[src/rtl/pmem_arbiter.sv]
// pmem_arbiter: round-robin arbiter that multiplexes NUM_PORTS cache-side line
// requests onto a single physical-memory port, one transaction at a time.
//
// Optional feature macro: PMEM_ARB_PERF_CNT_EN
//   defined   -> grant_cnt / stall_cnt are saturating performance counters
//   undefined -> grant_cnt / stall_cnt are tied to 0 and no counter flops exist
//
// Parameters
//   NUM_PORTS  number of cache ports (2..8); port 0 = I-cache, port 1 = D-cache
//   LINE_W     cacheline width in bits
//   ADDR_W     address width in bits
//
// Ports
//   clk, rst       clock; asynchronous active-high reset
//   c_read/c_write per-port line read / write requests
//   c_address      per-port address, port i at [i*ADDR_W +: ADDR_W]
//   c_wdata        per-port write line, port i at [i*LINE_W +: LINE_W]
//   c_rdata        read line broadcast to all ports (wire copy of pmem_rdata)
//   c_resp         per-port one-cycle completion pulse
//   pmem_*         memory-side command, address, write line, read line, response
//   grant_cnt      per-port completed-transaction counters, port i at [i*32 +: 32]
//   stall_cnt      busy cycles in which a non-granted port was waiting
module pmem_arbiter #(
  parameter int NUM_PORTS = 2,
  parameter int LINE_W    = 256,
  parameter int ADDR_W    = 32
) (
  input  logic                      clk,
  input  logic                      rst,
  input  logic [NUM_PORTS-1:0]      c_read,
  input  logic [NUM_PORTS-1:0]      c_write,
  input  logic [NUM_PORTS*ADDR_W-1:0] c_address,
  input  logic [NUM_PORTS*LINE_W-1:0] c_wdata,
  output logic [LINE_W-1:0]         c_rdata,
  output logic [NUM_PORTS-1:0]      c_resp,
  output logic                      pmem_read,
  output logic                      pmem_write,
  output logic [ADDR_W-1:0]         pmem_address,
  output logic [LINE_W-1:0]         pmem_wdata,
  input  logic [LINE_W-1:0]         pmem_rdata,
  input  logic                      pmem_resp,
  output logic [NUM_PORTS*32-1:0]   grant_cnt,
  output logic [31:0]               stall_cnt
);

  localparam int IDX_W = (NUM_PORTS > 1) ? $clog2(NUM_PORTS) : 1;

  typedef enum logic {StIdle, StBusy} state_t;

  state_t             state;
  logic [IDX_W-1:0]   ptr;
  logic [IDX_W-1:0]   grant;
  logic [NUM_PORTS-1:0] pending;
  logic [NUM_PORTS-1:0] grant_oh;
  logic [IDX_W-1:0]   sel;
  logic [IDX_W-1:0]   cand;
  logic               any_pending;
  logic               done;

  assign pending = c_read | c_write;
  assign done    = (state == StBusy) && pmem_resp;

  // Round-robin search: first pending port at or after ptr, wrapping.
  always_comb begin
    sel         = '0;
    cand        = '0;
    any_pending = 1'b0;
    for (int k = 0; k < NUM_PORTS; k++) begin
      cand = IDX_W'((int'(ptr) + k) % NUM_PORTS);
      if (!any_pending && pending[cand]) begin
        any_pending = 1'b1;
        sel         = cand;
      end
    end
  end

  always_comb begin
    grant_oh        = '0;
    grant_oh[grant] = 1'b1;
  end

  // Completion is reported straight from pmem_resp; in IDLE it is dropped.
  assign c_resp  = done ? grant_oh : '0;
  assign c_rdata = pmem_rdata;

  // The pmem_* output flops double as the latched op/address/wdata; they are
  // cleared on completion so the memory side sees zeros whenever IDLE.
  always_ff @(posedge clk or posedge rst) begin
    if (rst) begin
      state        <= StIdle;
      ptr          <= '0;
      grant        <= '0;
      pmem_read    <= 1'b0;
      pmem_write   <= 1'b0;
      pmem_address <= '0;
      pmem_wdata   <= '0;
    end else begin
      unique case (state)
        StIdle: begin
          if (any_pending) begin
            state        <= StBusy;
            grant        <= sel;
            // Read+write together resolves to a write.
            pmem_write   <= c_write[sel];
            pmem_read    <= ~c_write[sel];
            pmem_address <= c_address[sel*ADDR_W +: ADDR_W];
            pmem_wdata   <= c_wdata[sel*LINE_W +: LINE_W];
          end
        end
        StBusy: begin
          if (pmem_resp) begin
            state        <= StIdle;
            ptr          <= (grant == IDX_W'(NUM_PORTS - 1)) ? '0 : grant + 1'b1;
            pmem_read    <= 1'b0;
            pmem_write   <= 1'b0;
            pmem_address <= '0;
            pmem_wdata   <= '0;
          end
        end
        default: state <= StIdle;
      endcase
    end
  end

`ifdef PMEM_ARB_PERF_CNT_EN
  logic [31:0] grant_cnt_q [NUM_PORTS];
  logic [31:0] stall_cnt_q;

  always_ff @(posedge clk or posedge rst) begin
    if (rst) begin
      for (int i = 0; i < NUM_PORTS; i++) grant_cnt_q[i] <= '0;
      stall_cnt_q <= '0;
    end else begin
      for (int i = 0; i < NUM_PORTS; i++) begin
        if (c_resp[i] && (grant_cnt_q[i] != 32'hFFFF_FFFF)) begin
          grant_cnt_q[i] <= grant_cnt_q[i] + 32'd1;
        end
      end
      if ((state == StBusy) && |(pending & ~grant_oh) && (stall_cnt_q != 32'hFFFF_FFFF)) begin
        stall_cnt_q <= stall_cnt_q + 32'd1;
      end
    end
  end

  for (genvar g = 0; g < NUM_PORTS; g++) begin : g_cnt_out
    assign grant_cnt[g*32 +: 32] = grant_cnt_q[g];
  end
  assign stall_cnt = stall_cnt_q;
`else
  assign grant_cnt = '0;
  assign stall_cnt = '0;
`endif

endmodule

[config.mk]
export PLATFORM = sky130hd
export DESIGN_NAME = pmem_arbiter
export DESIGN_NICKNAME = d
export VERILOG_FILES = /design/src/rtl/pmem_arbiter.sv
export SDC_FILE = /design/constraint.sdc
export NUM_CORES = 1
export LEC_CHECK = 0
export BUFFER_PORTS_ARGS = -buffer_cell sky130_fd_sc_hd__clkbuf_2
export CORE_AREA = 2 2 581 583
export CTS_CLUSTER_SIZE = 28
export DETAILED_ROUTE_END_ITERATION = 10
export DIE_AREA = 0 0 583 585
export PLACE_DENSITY = 0.31
export SLEW_MARGIN = 30
export SYNTH_ARGS = -nofsm -noshare
export SYNTH_HDL_FRONTEND = slang
export SYNTH_SLANG_ARGS = --single-unit
[constraint.sdc]
create_clock -name clk -period 11.6 [get_ports clk]
set_input_delay 0.58 -clock clk [delete_from_list [all_inputs] [get_ports clk]]
set_output_delay 0.58 -clock clk [all_outputs]
set_load 0.02 [all_outputs]
# --- Yosys cells after proc, flatten, opt, wreduce, memory -nomap -nowiden ---
# Cells that the tools add are included.
# Widths: inputs -> output; s select.
word_totals:
  word_cells: 56
  reg_bits: 293
  out_inout_bits: 644
op_classes:
  n_bitwise: 3
  mux: 28
  reduce_logical: 7
  add_sub_neg: 2
  n_shift: 2
  magnitude_cmp: 5
  n_eq_ne: 2
op_table:
  columns: ["cell", "count"]
  rows:
  - ["$mux 256", 2]
  - ["$pmux 256 s2", 1]
  - ["$shiftx 512x10->256", 1]
  - ["$mux 32", 2]
  - ["$pmux 32 s2", 1]
  - ["$shiftx 64x7->32", 1]
  - ["$mux 1", 17]
  - ["$lt 1x2->1 const B", 4]
  - ["$pmux 1 s2", 3]
  - ["$reduce_and 2->1", 3]
  - ["$ne 2x2->1 const B", 2]
  - ["$logic_and 1x1->1", 3]
  - ["$add 1x1->1 const B", 2]
  - ["$mux 2", 1]
  - ["$not 1->1", 2]
  - ["$or 2x2->2", 1]
  - ["$demux 1 s1", 1]
  - ["$ge 1x1->1 const B", 1]
  - ["$logic_not 1->1", 1]

# --- Longest topological paths before layout ---
logic_depth:
  ltp_word: 12
  depth_mapped: 7
  depth_no_buf: 4

# --- Worst setup path after synthesis ---
# OpenSTA, ideal clock, no wires.
synth_path:
  path_kind: "input to register"
  from: "input port c_write[0]"
  to: "register pmem_wdata[185]"
  slack_ps: 9664
  required_time_ps: 11473
  t_arrival_ps: 1809
  cell_stages: 6
  cell_sequence: "or4_4 nand2_1 buf_2 buf_2 clkbuf_2 o21ai_0"
synth_via:
  elab_chain_cells: 10
  word_cells_on_any_way: 16
synth_rtl:
  columns: ["item", "line_no", "source"]
  rows:
  - ["start, declared", "31", "input logic [NUM_PORTS-1:0] c_write,"]
  - ["$or 2x2->2 (*)", "60", "assign pending = c_read | c_write;"]
  - ["$mux 1 (not written as such) (2 in a row)", "70", "if (!any_pending && pending[cand]) begin"]
  - ["$mux 1", "70", null]
  - ["$logic_not 1->1", "70", null]
  - ["$logic_and 1x1->1", "70", null]
  - ["$mux 1", "70", null]
  - ["$shiftx 512x10->256", "107", "pmem_wdata <= c_wdata[sel*LINE_W +: LINE_W];"]
  - ["$mux 256", "100", "if (any_pending) begin"]
  - ["$pmux 256 s2", "98", "unique case (state)"]
  - ["end signal, assigned", "107", null]
  - ["end, declared", "39", "output logic [LINE_W-1:0] pmem_wdata,"]
# Mark *: on every way between the ends. The rest lies on a longest branch, timed or not. The select of a mux whose other input is x is not followed.
# A chain may end at the register's enable or synchronous reset.

# --- Final worst setup path ---
layout_path:
  from: "register ptr"
  to: "register pmem_wdata[242]"
layout_via:
  elab_chain_cells: 9
  word_cells_on_any_way: 16
layout_rtl:
  columns: ["item", "line_no", "source"]
  rows:
  - ["start, declared", "51", "logic [IDX_W-1:0] ptr;"]
  - ["start signal, assigned", "113", "ptr <= (grant == IDX_W'(NUM_PORTS - 1)) ? '0 : grant + 1'b1;"]
  - ["$mux 1 (not written as such) (2 in a row)", "70", null]
  - ["$mux 1", "70", null]
  - ["$logic_not 1->1", "70", null]
  - ["$logic_and 1x1->1", "70", null]
  - ["$mux 1", "70", null]
  - ["$shiftx 512x10->256", "107", null]
  - ["$mux 256", "100", null]
  - ["$pmux 256 s2", "98", null]
# Parallel ways exist; a longest one is shown, timed or not. The select of a mux whose other input is x is not followed.

==> results by group <==
Run status
  • Outcome: finished, final reports clean

Logic synthesis
  • Seq/Total Area, Yosys: 46.0%
  • Library cells used by synthesis: 22
  • Ys Warns: 0
  • #FFs+latches synth: about 290
  • Post-Syn Area: around 16000 µm²
  • Syn Area/Cell: between 9 and 10 µm²
  • Synthesized instance count: 1628

Finish
  • Core Util, Final: 7.45%
  • Post-route cell area: approximately 25000 µm²
  • Layout area overhead: 56.6%
  • Fraction of layout cells with a size suffix above 1: about 43%
  • Final nets: 3052

Placed design
  • Placer Congestion: between 0.7 and 0.8
  • DP Area: roughly 23000 µm²
  • Port-buffer cells: approximately 900
  • DP HPWL: ~160 mm

CTS
  • Post-CTS sizing: 0
  • Clk Latency, worst-skew pair: approximately 0.69 ns
  • Max H-tree Level: 2
  • Clock Tree Buf Depth: 3
  • CTS Buf Count: 46
  • CTS tree: built
  • Post-CTS Setup Bufs: 0
  • CTS Hold Bufs: 1
  • Worst-path clk slew: 0.06 ns
  • # clock sinks: around 300
  • Clock root buffer: clkbuf_16

Routing
  • Pre-antenna DRT Iters: 4
  • Drc violations: 0
  • 1st-iter DRT viols: 698
  • Final antenna-violating net count: 0
  • Post-Route WL: ~180 mm
  • Routed vias/inst: ~2.2
  • Routed via count: around 15000
  • Drt wl/cell: 27.4 µm

Die
  • Core Area: 335000 µm²
  • Die width: 583 µm
  • I/O pin count: roughly 1500
  • Die area: 341000 µm²
  • # rows: between 200 and 250
  • Die height: approximately 600 µm
  • Initial Util: under 10%

Timing
  • Final Hold Viols: 0
  • Max-slew headroom: 36.5%
  • Tmin final: 3.13 ns
  • Final TNS setup: 0 ns
  • Clock skew after layout: approximately 0.034 ns
  • RSZ-0062 raised after global routing: no
  • Fin. max-slew vios: 0
  • Highest Clock Rate: 0.320 GHz
  • Final setup viols: 0
  • Slew at the pin closest to its max-slew limit: 0.952 ns
  • Tcrit/Tclk final: between 20% and 30%

Power
  • Leakage: 11.0 nW
  • Peak supply drop: 0.102 mV
  • PwrDens: approximately 160 nW/µm²
  • Total power: about 4 mW

Hold path
  • Min-Delay Path Class: in -> reg
  • WHS Path Cells: 3
  • Worst Hold End: pmem_wdata[34]
  • Min-delay src: c_wdata[290]

Worst setup path
  • Worst setup EP type: flip-flop
  • Family with the most delay on the worst path: buffers and inverters
  • Slowest CP cell: buf_4
  • Max incr delay on CP: 0.70 ns
  • CP arrival: around 3.7 ns
  • Cell Chain, Critical Path: o22ai_4 > buf_12 > buf_4 > buf_4 > mux2i_1 > o21ai_0
  • CP Buf/Inv Count: 3
  • Critical Path RT: approximately 12 ns
  • Reg2Reg Setup Slack: about 8.5 ns
  • Crit Path Max Fanout: roughly 80
  • Worst setup path category: reg -> reg
  • R2r endpoint: pmem_wdata[242]
  • Worst path most repeated cell: buf_4
  • R2r startpoint: ptr
  • CP Launch Type: flip-flop
  • Worst r2r path cells: 6

Flow run
  • Maxcap violations: 0

Global route
  • Total gr overflow: 0
  • Vias in the first global route: 14924
  • Met3 GRT Util: 9.48%
  • GRT met2 Usage: roughly 15%
  • Tot GR Track Use: between 10% and 20%
  • GRT busiest layer: met2
  • Largest net degree at the start of global routing: roughly 160
  • First-pass GRT wire length: about 210 mm
  • GR met1 Demand/Resource: 9.24%
  • Initial antenna violation count: between 100 and 150
through the flow:
step | hold slack (ns) | instances | setup WS (ns)
5_1_grt | 0.118 | 6667 | 8.31
3_5_place_dp | 0.470 | 6571 | 7.78
2_1_floorplan | 0.465 | 1723 | 2.93
4_1_cts | 0.0603 | 6654 | 8.38
6_report | 0.169 | 6682 | 8.47
3_3_place_gp | 0.466 | 6571 | 7.83
worst max-delay path by stage:
stage	startpoint	endpoint	slack (ns)	depth (start not counted)
5_1_grt	ptr	pmem_wdata[204]	8.31	6
6_report	ptr	pmem_wdata[242]	8.47	6
2_1_floorplan	rst	grant	2.93	1
4_1_cts	ptr	pmem_wdata[242]	8.38	6
3_5_place_dp	c_read[0]	pmem_wdata[242]	7.78	8
3_3_place_gp	c_read[0]	pmem_wdata[242]	7.83	8
layout make-up:
class	count	area, µm²
fill	39482	310000
antenna	28	70.1
clock inverter	22	315
timing repair buffer	890	4560
multi-input combinational	979	5910
tap	4407	5510
sequential	293	7330
inverter	3	18.8
clock buffer	60	1260
per-layer routing:
layer | part of all wire, % | vias up
li1 | - | 6226
met1 | 31 | 6880
met2 | 42 | 1163
met3 | 20 | 510
met4 | 6.8 | 80
met5 | 0.36 | -
worst min-delay path, stage by stage:
cell,delay (ns)
clkbuf_2,0.07
mux2i_1,0.05
o21ai_0,0.13
report_power, final:
| group | switching (mW) | internal [mW] | leakage [nW] |
|---|---|---|---|
| clock | 0.636 | 0.903 | 0.767 |
| sequential | 0.0825 | 1.16 | 3.80 |
| combinational | 0.918 | 0.335 | 6.45 |
cells in the mapped netlist (all sizes together):
cell type / count / area (µm²)
o21a: 1 / 7.51
o21ai: 290 / 1450
mux2i: 289 / 2890
nand2b: 1 / 6.26
or4: 1 / 11.3
nor2: 3 / 11.3
clkbuf: 39 / 159
a32o: 1 / 10.0
dfrtp: 293 / 7330
and3: 1 / 6.26
a21oi: 2 / 10.0
a31oi: 1 / 6.26
o22ai: 1 / 6.26
conb: 1 / 3.75
nand2: 292 / 1100
inv: 3 / 11.3
buf: 409 / 2930
registers in the layout, indices dropped and copies added (netlist names):
register	cells
ptr	1
grant	1
pmem_read	1
pmem_write	1
state	1
pmem_address	32
pmem_wdata	256
cells in the final DEF, fill, tap and decap left out, types with 2 or more instances in the layout:
cell type and instances:
dfrtp_1 293, clkbuf_1 8, inv_1 2, o21ai_0 260
clkbuf_2 874, bufinv_16 6, clkinv_2 8, clkbuf_8 6
inv_16 2, nand2_1 291, a21oi_1 2, clkinvlp_4 4
o21ai_1 30, conb_1 96, diode_2 28, nor2_1 3
mux2i_1 288, buf_6 3, buf_12 4, clkbuf_16 46
buf_4 8
cells by family (layout without fill, tap and decap cells):
| logic type | after synthesis | count (layout) | share of synthesized area, % |
|---|---|---|---|
| other | 1 | 124 | 0.0235 |
| buffers and inverters | 451 | 975 | 19.4 |
| AND/OR/NAND/NOR | 298 | 298 | 7.09 |
| flip-flops | 293 | 293 | 46.0 |
| AO/OA/AOI/OAI | 296 | 296 | 9.35 |
| multiplexers | 289 | 289 | 18.1 |
Power figures use the tool's default switching activity.
